File: src/rtl/msx_mem_bridge_if.sv
// Slot-decoder and SDRAM-controller signal bundle for msx_mem_bridge.
// The bridge is the slave; the decoder/controller side is the master.
interface msx_mem_bridge_if #(
    parameter int ADDR_W = 25
);
    logic [ADDR_W-1:0] req_addr;
    logic [7:0]        req_din;
    logic              req_rd;
    logic              req_we;
    logic [7:0]        req_dout;
    logic              cpu_wait_n;
    logic [ADDR_W-1:0] mem_addr;
    logic [7:0]        mem_din;
    logic              mem_rd;
    logic              mem_we;
    logic [7:0]        mem_dout;
    logic              mem_ready;
    logic              flush;
    logic              timeout_err;

    modport slave (
        input  req_addr, req_din, req_rd, req_we,
        output req_dout, cpu_wait_n,
        output mem_addr, mem_din, mem_rd, mem_we,
        input  mem_dout, mem_ready, flush,
        output timeout_err
    );

    modport master (
        output req_addr, req_din, req_rd, req_we,
        input  req_dout, cpu_wait_n,
        input  mem_addr, mem_din, mem_rd, mem_we,
        output mem_dout, mem_ready, flush,
        input  timeout_err
    );
endinterface

File: src/rtl/msx_mem_bridge.sv
// Z80 slot-decoder to SDRAM bridge: one request per CPU cycle,
// WAIT generation, one-entry read-hit register and ready timeout.
module msx_mem_bridge #(
    parameter int ADDR_W  = 25,
    parameter int TIMEOUT = 255
) (
    input  logic           clk,
    input  logic           reset_n,
    msx_mem_bridge_if.slave bus
);
    localparam logic [1:0] S_IDLE  = 2'd0;
    localparam logic [1:0] S_ISSUE = 2'd1;
    localparam logic [1:0] S_WAIT  = 2'd2;
    localparam logic [1:0] S_HOLD  = 2'd3;

    // IDLE and ISSUE already hold WAIT low, so the WAIT state itself
    // lasts TIMEOUT-1 cycles before giving up.
    localparam logic [7:0] TO_LAST = 8'(TIMEOUT - 2);
    localparam logic [7:0] TO_MAX  = 8'(TIMEOUT);

    logic [1:0]        r_state;
    logic              r_is_wr;
    logic [7:0]        r_cnt;
    logic [ADDR_W-1:0] r_mem_addr;
    logic [7:0]        r_mem_din;
    logic              r_mem_rd;
    logic              r_mem_we;
    logic [7:0]        r_req_dout;
    logic              r_hit_valid;
    logic [ADDR_W-1:0] r_hit_addr;
    logic [7:0]        r_hit_data;
    logic              r_timeout_err;

    logic w_hit;
    logic w_req;
    logic w_timeout;
    logic w_idle;

    assign w_idle    = (r_state == S_IDLE);
    assign w_hit     = r_hit_valid & ~bus.flush & (bus.req_addr == r_hit_addr);
    assign w_req     = bus.req_we | (bus.req_rd & ~w_hit);
    assign w_timeout = (r_cnt == TO_LAST);

    assign bus.cpu_wait_n  = ~((w_idle & w_req) | (r_state == S_ISSUE)
                               | (r_state == S_WAIT));
    assign bus.req_dout    = r_req_dout;
    assign bus.mem_addr    = r_mem_addr;
    assign bus.mem_din     = r_mem_din;
    assign bus.mem_rd      = r_mem_rd;
    assign bus.mem_we      = r_mem_we;
    assign bus.timeout_err = r_timeout_err;

    always_ff @(posedge clk or negedge reset_n) begin
        if (!reset_n) begin
            r_state       <= S_IDLE;
            r_is_wr       <= 1'b0;
            r_cnt         <= 8'd0;
            r_mem_addr    <= '0;
            r_mem_din     <= 8'd0;
            r_mem_rd      <= 1'b0;
            r_mem_we      <= 1'b0;
            r_req_dout    <= 8'hFF;
            r_hit_valid   <= 1'b0;
            r_hit_addr    <= '0;
            r_hit_data    <= 8'd0;
            r_timeout_err <= 1'b0;
        end else begin
            r_mem_rd <= 1'b0;
            r_mem_we <= 1'b0;
            unique case (r_state)
                S_IDLE: begin
                    if (bus.req_we) begin
                        r_state    <= S_ISSUE;
                        r_is_wr    <= 1'b1;
                        r_mem_addr <= bus.req_addr;
                        r_mem_din  <= bus.req_din;
                        r_mem_we   <= 1'b1;
                    end else if (bus.req_rd && w_hit) begin
                        r_state    <= S_HOLD;
                        r_req_dout <= r_hit_data;
                    end else if (bus.req_rd) begin
                        r_state    <= S_ISSUE;
                        r_is_wr    <= 1'b0;
                        r_mem_addr <= bus.req_addr;
                        r_mem_din  <= bus.req_din;
                        r_mem_rd   <= 1'b1;
                    end
                end
                S_ISSUE: begin
                    r_cnt   <= 8'd0;
                    r_state <= S_WAIT;
                end
                S_WAIT: begin
                    if (bus.mem_ready) begin
                        r_state <= S_HOLD;
                        if (!r_is_wr) begin
                            r_req_dout <= bus.mem_dout;
                            if (!bus.flush) begin
                                r_hit_addr  <= r_mem_addr;
                                r_hit_data  <= bus.mem_dout;
                                r_hit_valid <= 1'b1;
                            end
                        end else if (r_mem_addr == r_hit_addr) begin
                            r_hit_data <= r_mem_din;
                        end
                    end else if (w_timeout) begin
                        r_state       <= S_HOLD;
                        r_req_dout    <= 8'hFF;
                        r_timeout_err <= 1'b1;
                    end else if (r_cnt != TO_MAX) begin
                        r_cnt <= r_cnt + 8'd1;
                    end
                end
                S_HOLD: begin
                    if (!bus.req_rd && !bus.req_we) r_state <= S_IDLE;
                end
                default: r_state <= S_IDLE;
            endcase
            // Flush overrides any hit-register load in the same cycle.
            if (bus.flush) r_hit_valid <= 1'b0;
        end
    end
endmodule

File: src/flat_wrapper.sv
// flat-port wrapper written by rule: the top's interface ports become plain ports
module msx_mem_bridge_flat 
#(
    parameter int ADDR_W  = 25,
    parameter int TIMEOUT = 255
)
  (clk, reset_n, bus_req_addr, bus_req_din, bus_req_rd, bus_req_we, bus_req_dout, bus_cpu_wait_n, bus_mem_addr, bus_mem_din, bus_mem_rd, bus_mem_we, bus_mem_dout, bus_mem_ready, bus_flush, bus_timeout_err);
  msx_mem_bridge_if #(.ADDR_W(ADDR_W)) bus_i ();
  input  logic clk;
  input  logic reset_n;
  input wire logic [$bits(bus_i.req_addr)-1:0] bus_req_addr;
  input wire logic [$bits(bus_i.req_din)-1:0] bus_req_din;
  input wire logic [$bits(bus_i.req_rd)-1:0] bus_req_rd;
  input wire logic [$bits(bus_i.req_we)-1:0] bus_req_we;
  output wire logic [$bits(bus_i.req_dout)-1:0] bus_req_dout;
  output wire logic [$bits(bus_i.cpu_wait_n)-1:0] bus_cpu_wait_n;
  output wire logic [$bits(bus_i.mem_addr)-1:0] bus_mem_addr;
  output wire logic [$bits(bus_i.mem_din)-1:0] bus_mem_din;
  output wire logic [$bits(bus_i.mem_rd)-1:0] bus_mem_rd;
  output wire logic [$bits(bus_i.mem_we)-1:0] bus_mem_we;
  input wire logic [$bits(bus_i.mem_dout)-1:0] bus_mem_dout;
  input wire logic [$bits(bus_i.mem_ready)-1:0] bus_mem_ready;
  input wire logic [$bits(bus_i.flush)-1:0] bus_flush;
  output wire logic [$bits(bus_i.timeout_err)-1:0] bus_timeout_err;
  assign bus_i.req_addr = bus_req_addr;
  assign bus_i.req_din = bus_req_din;
  assign bus_i.req_rd = bus_req_rd;
  assign bus_i.req_we = bus_req_we;
  assign bus_req_dout = bus_i.req_dout;
  assign bus_cpu_wait_n = bus_i.cpu_wait_n;
  assign bus_mem_addr = bus_i.mem_addr;
  assign bus_mem_din = bus_i.mem_din;
  assign bus_mem_rd = bus_i.mem_rd;
  assign bus_mem_we = bus_i.mem_we;
  assign bus_i.mem_dout = bus_mem_dout;
  assign bus_i.mem_ready = bus_mem_ready;
  assign bus_i.flush = bus_flush;
  assign bus_timeout_err = bus_i.timeout_err;
  msx_mem_bridge #(.ADDR_W(ADDR_W), .TIMEOUT(TIMEOUT)) u_core (.clk(clk), .reset_n(reset_n), .bus(bus_i));
endmodule
File: config.mk
export PLATFORM = sky130hd
export DESIGN_NAME = msx_mem_bridge_flat
export DESIGN_NICKNAME = d
export VERILOG_FILES = /design/src/rtl/msx_mem_bridge_if.sv /design/src/rtl/msx_mem_bridge.sv /design/src/flat_wrapper.sv
export SDC_FILE = /design/constraint.sdc
export NUM_CORES = 1
export LEC_CHECK = 0
export ABC_AREA = 1
export CAP_MARGIN = 30
export CORE_ASPECT_RATIO = 0.8
export CORE_MARGIN = 2
export CORE_UTILIZATION = 30
export DETAILED_ROUTE_END_ITERATION = 10
export GPL_TIMING_DRIVEN = 0
export SLEW_MARGIN = 30
export SYNTH_ARGS = -nofsm -noshare
export SYNTH_HDL_FRONTEND = slang
export SYNTH_SLANG_ARGS = --single-unit
export TNS_END_PERCENT = 20
File: constraint.sdc
create_clock -name clk -period 4.44 [get_ports clk]
set_clock_uncertainty 0.2 [all_clocks]
set_input_delay 1.332 -clock clk [delete_from_list [all_inputs] [get_ports clk]]
set_output_delay 1.332 -clock clk [all_outputs]
set_load 0.02 [all_outputs]
==> results of run 1 <==
-- power by group --
group          switching, mW  leakage [nW]  internal (mW)  total [mW]
Combinational           1.14          2.04          0.877        2.02
Clock                  0.325         0.159          0.508       0.833
Sequential             0.332          1.08           1.16        1.49
Total                   1.80          3.28           2.54        4.34
-- worst min path at each step --
stage	start	slack (ns)	endpoint	depth (start not counted)
5_1_grt	u_core.bus.timeout_err	0.29	u_core.bus.timeout_err	1
3_3_place_gp	u_core.bus.req_dout[6]	0.25	u_core.bus.req_dout[6]	2
4_1_cts	u_core.bus.req_dout[5]	0.27	u_core.bus.req_dout[5]	2
2_1_floorplan	u_core.r_hit_valid	0.24	u_core.r_hit_valid	2
3_5_place_dp	u_core.bus.req_dout[5]	0.26	u_core.bus.req_dout[5]	2
6_report	u_core.bus.timeout_err	0.26	u_core.bus.timeout_err	1
-- logic make-up (layout without fill, tap and decap cells) --
logic type,after synthesis,after routing
and+or+nand+nor,327,327
AOI/OAI and AO/OA,53,53
xor gates and xnor gates,33,33
adders and majority gates,6,6
DFF,89,89
buffers and inverters,89,201
muxes,6,6
-- worst max-delay path: stages --
cell	delay (ns)
clkdlybuf4s50_1	0.47
xor2_1	0.16
nor2_1	0.09
nand3_1	0.09
nor2_2	0.12
nand2_2	0.07
nand3_4	0.09
nand2_8	0.07
nor2_4	0.13
buf_6	0.13
-- flip-flops by register name, indices dropped and copies added (netlist names) --
signal                  count
u_core.bus.mem_din          8
u_core.bus.mem_addr        25
u_core.r_hit_valid          1
u_core.bus.mem_we           1
u_core.bus.timeout_err      1
u_core.r_hit_data           8
u_core.r_is_wr              1
u_core.r_hit_addr          25
u_core.bus.mem_rd           1
u_core.bus.req_dout         8
u_core.r_state              2
u_core.r_cnt                8
-- through the flow --
step	total power, mW	setup TNS, ns	instances	area [um^2]	setup slack (ns)
after global placement	3.47	-138.19	909	5930	-1.65
after floorplan	2.70	0	603	4750	0.486
after detailed placement	3.50	-0.809	910	5950	-0.809
final	4.34	0	930	6390	0.142
after global routing	4.69	0	930	6390	0.0371
after CTS	4.36	0	927	6290	0.00235
-- per-layer routing --
layer / track usage [%] / vias up / part of all wire, %
li1: - / 2106 / -
met1: 24.3 / 1945 / 50
met2: 23.3 / 83 / 43
met3: 4.84 / 14 / 5.3
met4: 3.82 / 0 / 1.1
met5: 0 / - / 0
-- area by class of cell --
class	count	area, um^2
Fill cell	1606	9260
Sequential cell	89	2240
Multi-Input combinational cell	425	2180
Timing Repair Buffer	97	1020
Tap cell	215	269
Inverter	71	267
Clock buffer	11	243
Buffer	17	97.6
Clock inverter	5	78.8
-- cell usage in the layout (no fill, tap or decap), types with 5 or more instances in the layout --
| cell type | instances |
|---|---|
| xnor2_1 | 23 |
| buf_4 | 9 |
| clkbuf_1 | 9 |
| nor2_1 | 41 |
| nor2_2 | 8 |
| mux2_2 | 5 |
| nand4_1 | 8 |
| clkbuf_16 | 9 |
| inv_2 | 12 |
| dlygate4sd2_1 | 5 |
| inv_1 | 57 |
| xor2_1 | 10 |
| nand3_1 | 56 |
| a21oi_1 | 27 |
| dfstp_2 | 8 |
| clkdlybuf4s50_1 | 64 |
| dfrtp_1 | 81 |
| nand2_1 | 195 |
| nand2_2 | 5 |
| o21ai_0 | 18 |
| ha_1 | 6 |
| dlymetal6s2s_1 | 20 |
-- what timing repair did --
action | 4_1_cts | 5_1_grt
setup endpoints to repair | 1 | 1
gates resized for setup | 15 | 29
buffers inserted | 2 | 3
pin swaps | 1 | 14
endpoints found under the hold margin | 0 | 0
==> results_dict.tcl, run 1 <==
set metrics [dict create \
    cts-root-buf "clkbuf_16" \
    tightest_slew_ns 0.535 \
    min_period_ns 4.30 \
    ios 92 \
    place_congestion 0.778 \
    grtUsageTotal_pct 16.3 \
    overflow 0 \
    worstPathRequired_ns 2.91 \
    syn_area_um2 4750 \
    synth_cells 603 \
    dp_hpwl_mm 9.67 \
    ys_warn_count 0 \
    synth_top_family_by_area "simple AND/OR/NAND/NOR gates" \
    end_kind "output pin" \
    clkLatencyLatePin_ns 0.35 \
    vias_per_cell 4.46 \
    ys_top_cells_by_area "dfrtp_1, nand2_1, nand3_1" \
    async_flop_share_pct 100 \
    arrival_ns 2.77 \
    synth_cell_types 35 \
    finalHoldViolCount 0 \
    synth_xor_area_share_pct 6.09 \
    cts_inserted_buffers 9 \
    worst_r2r_endpoint "u_core.bus.mem_din[7]" \
    synth-edff-count 0 \
    ys_seq_elements 89 \
    status "complete, no violations" \
    portBuffers 91 \
    rsz0062_at_grt "no" \
    antennaDiodeCount 0 \
    drc 0 \
    critPathMaxFanout 3 \
    drt_iter0_drc 268 \
    dieWidth_um 145 \
    drive_gt1_share_pct 11.5 \
    synth_compound_area_share_pct 6.12 \
    htree_levels 3 \
    synth_ff_type "dfrtp_1" \
    final_nets 763 \
    grt_pass1_wl_mm 20.7 \
    drt-pass1-iter-count 5 \
    synth.most_common_cell "nand2_1" \
    grt_max_degree 67 \
    avgSynthCellArea_um2 7.87 \
    worst_r2r_startpoint "u_core.r_hit_addr[19]" \
    clkTransAtPathRegs_ns 0.06 \
    max_clock_freq_mhz 233 \
    num_rows 41 \
    core_um2 15600 \
    power_density_nw_per_um2 679 \
    fin_crit_sh_pct 96.8 \
    grt_pass1_vias 3864 \
    synth_top_area_cell "dfrtp_1" \
    start_kind "input pin" \
    synth_mux_area_share_pct 1.42 \
    synth-seq-area-share_pct 47.1 \
    dieHeight_um 116 \
    ir_drop_mv 0.243 \
    synthSimpleGateAreaFrac_pct 29.7 \
    r2r_slack_ns 2.19 \
    cts_buffer_depth 2 \
    holdWs_ns 0.260 \
    startpoint "bus_req_addr[2]" \
    utilization_pct 40.8 \
    start_util_pct 30.3 \
    antenna_found_initial 0 \
    synthAdderAreaFrac_pct 1.58 \
    wire_per_inst_um 13.8 \
    worstSetupPathType "input pin to output pin" \
    ant_nets 0 \
    maxSlewHeadroom_pct 64.3 \
    ys_top_cells_by_count "nand2_1, dfrtp_1, inv_1, nand3_1, nor2_1" \
    cts.sinks 89 \
    drv_slew 0 \
    syn_to_final_growth_pct 34.7 \
    drv_cap 0 \
    p_leak_nw 3.28 \
    cts_tree "yes" \
    reg2reg_depth 16 \
    hold_buffers 0 \
    synth_top_area_share_pct 42.7 \
    endpoint "bus_cpu_wait_n" \
    finalSetupViolations 0 \
    vias 4148 \
    hp-class "register to register" \
    synthesis.nets 656 \
    floorplan.die_area_um2 16800 \
    wl_mm 12.9 \
]
Power figures use the tool's default switching activity.
==> inputs of run 2 (changes only) <==
--- a/config.mk
+++ b/config.mk
@@ -6,7 +6,7 @@
 export NUM_CORES = 1
 export LEC_CHECK = 0
 export ABC_AREA = 1
-export CAP_MARGIN = 30
+export CAP_MARGIN = 20
 export CORE_ASPECT_RATIO = 0.8
 export CORE_MARGIN = 2
 export CORE_UTILIZATION = 30
==> results of run 2 <==
Final layout, timing and power as in run 1 (identical DEF).
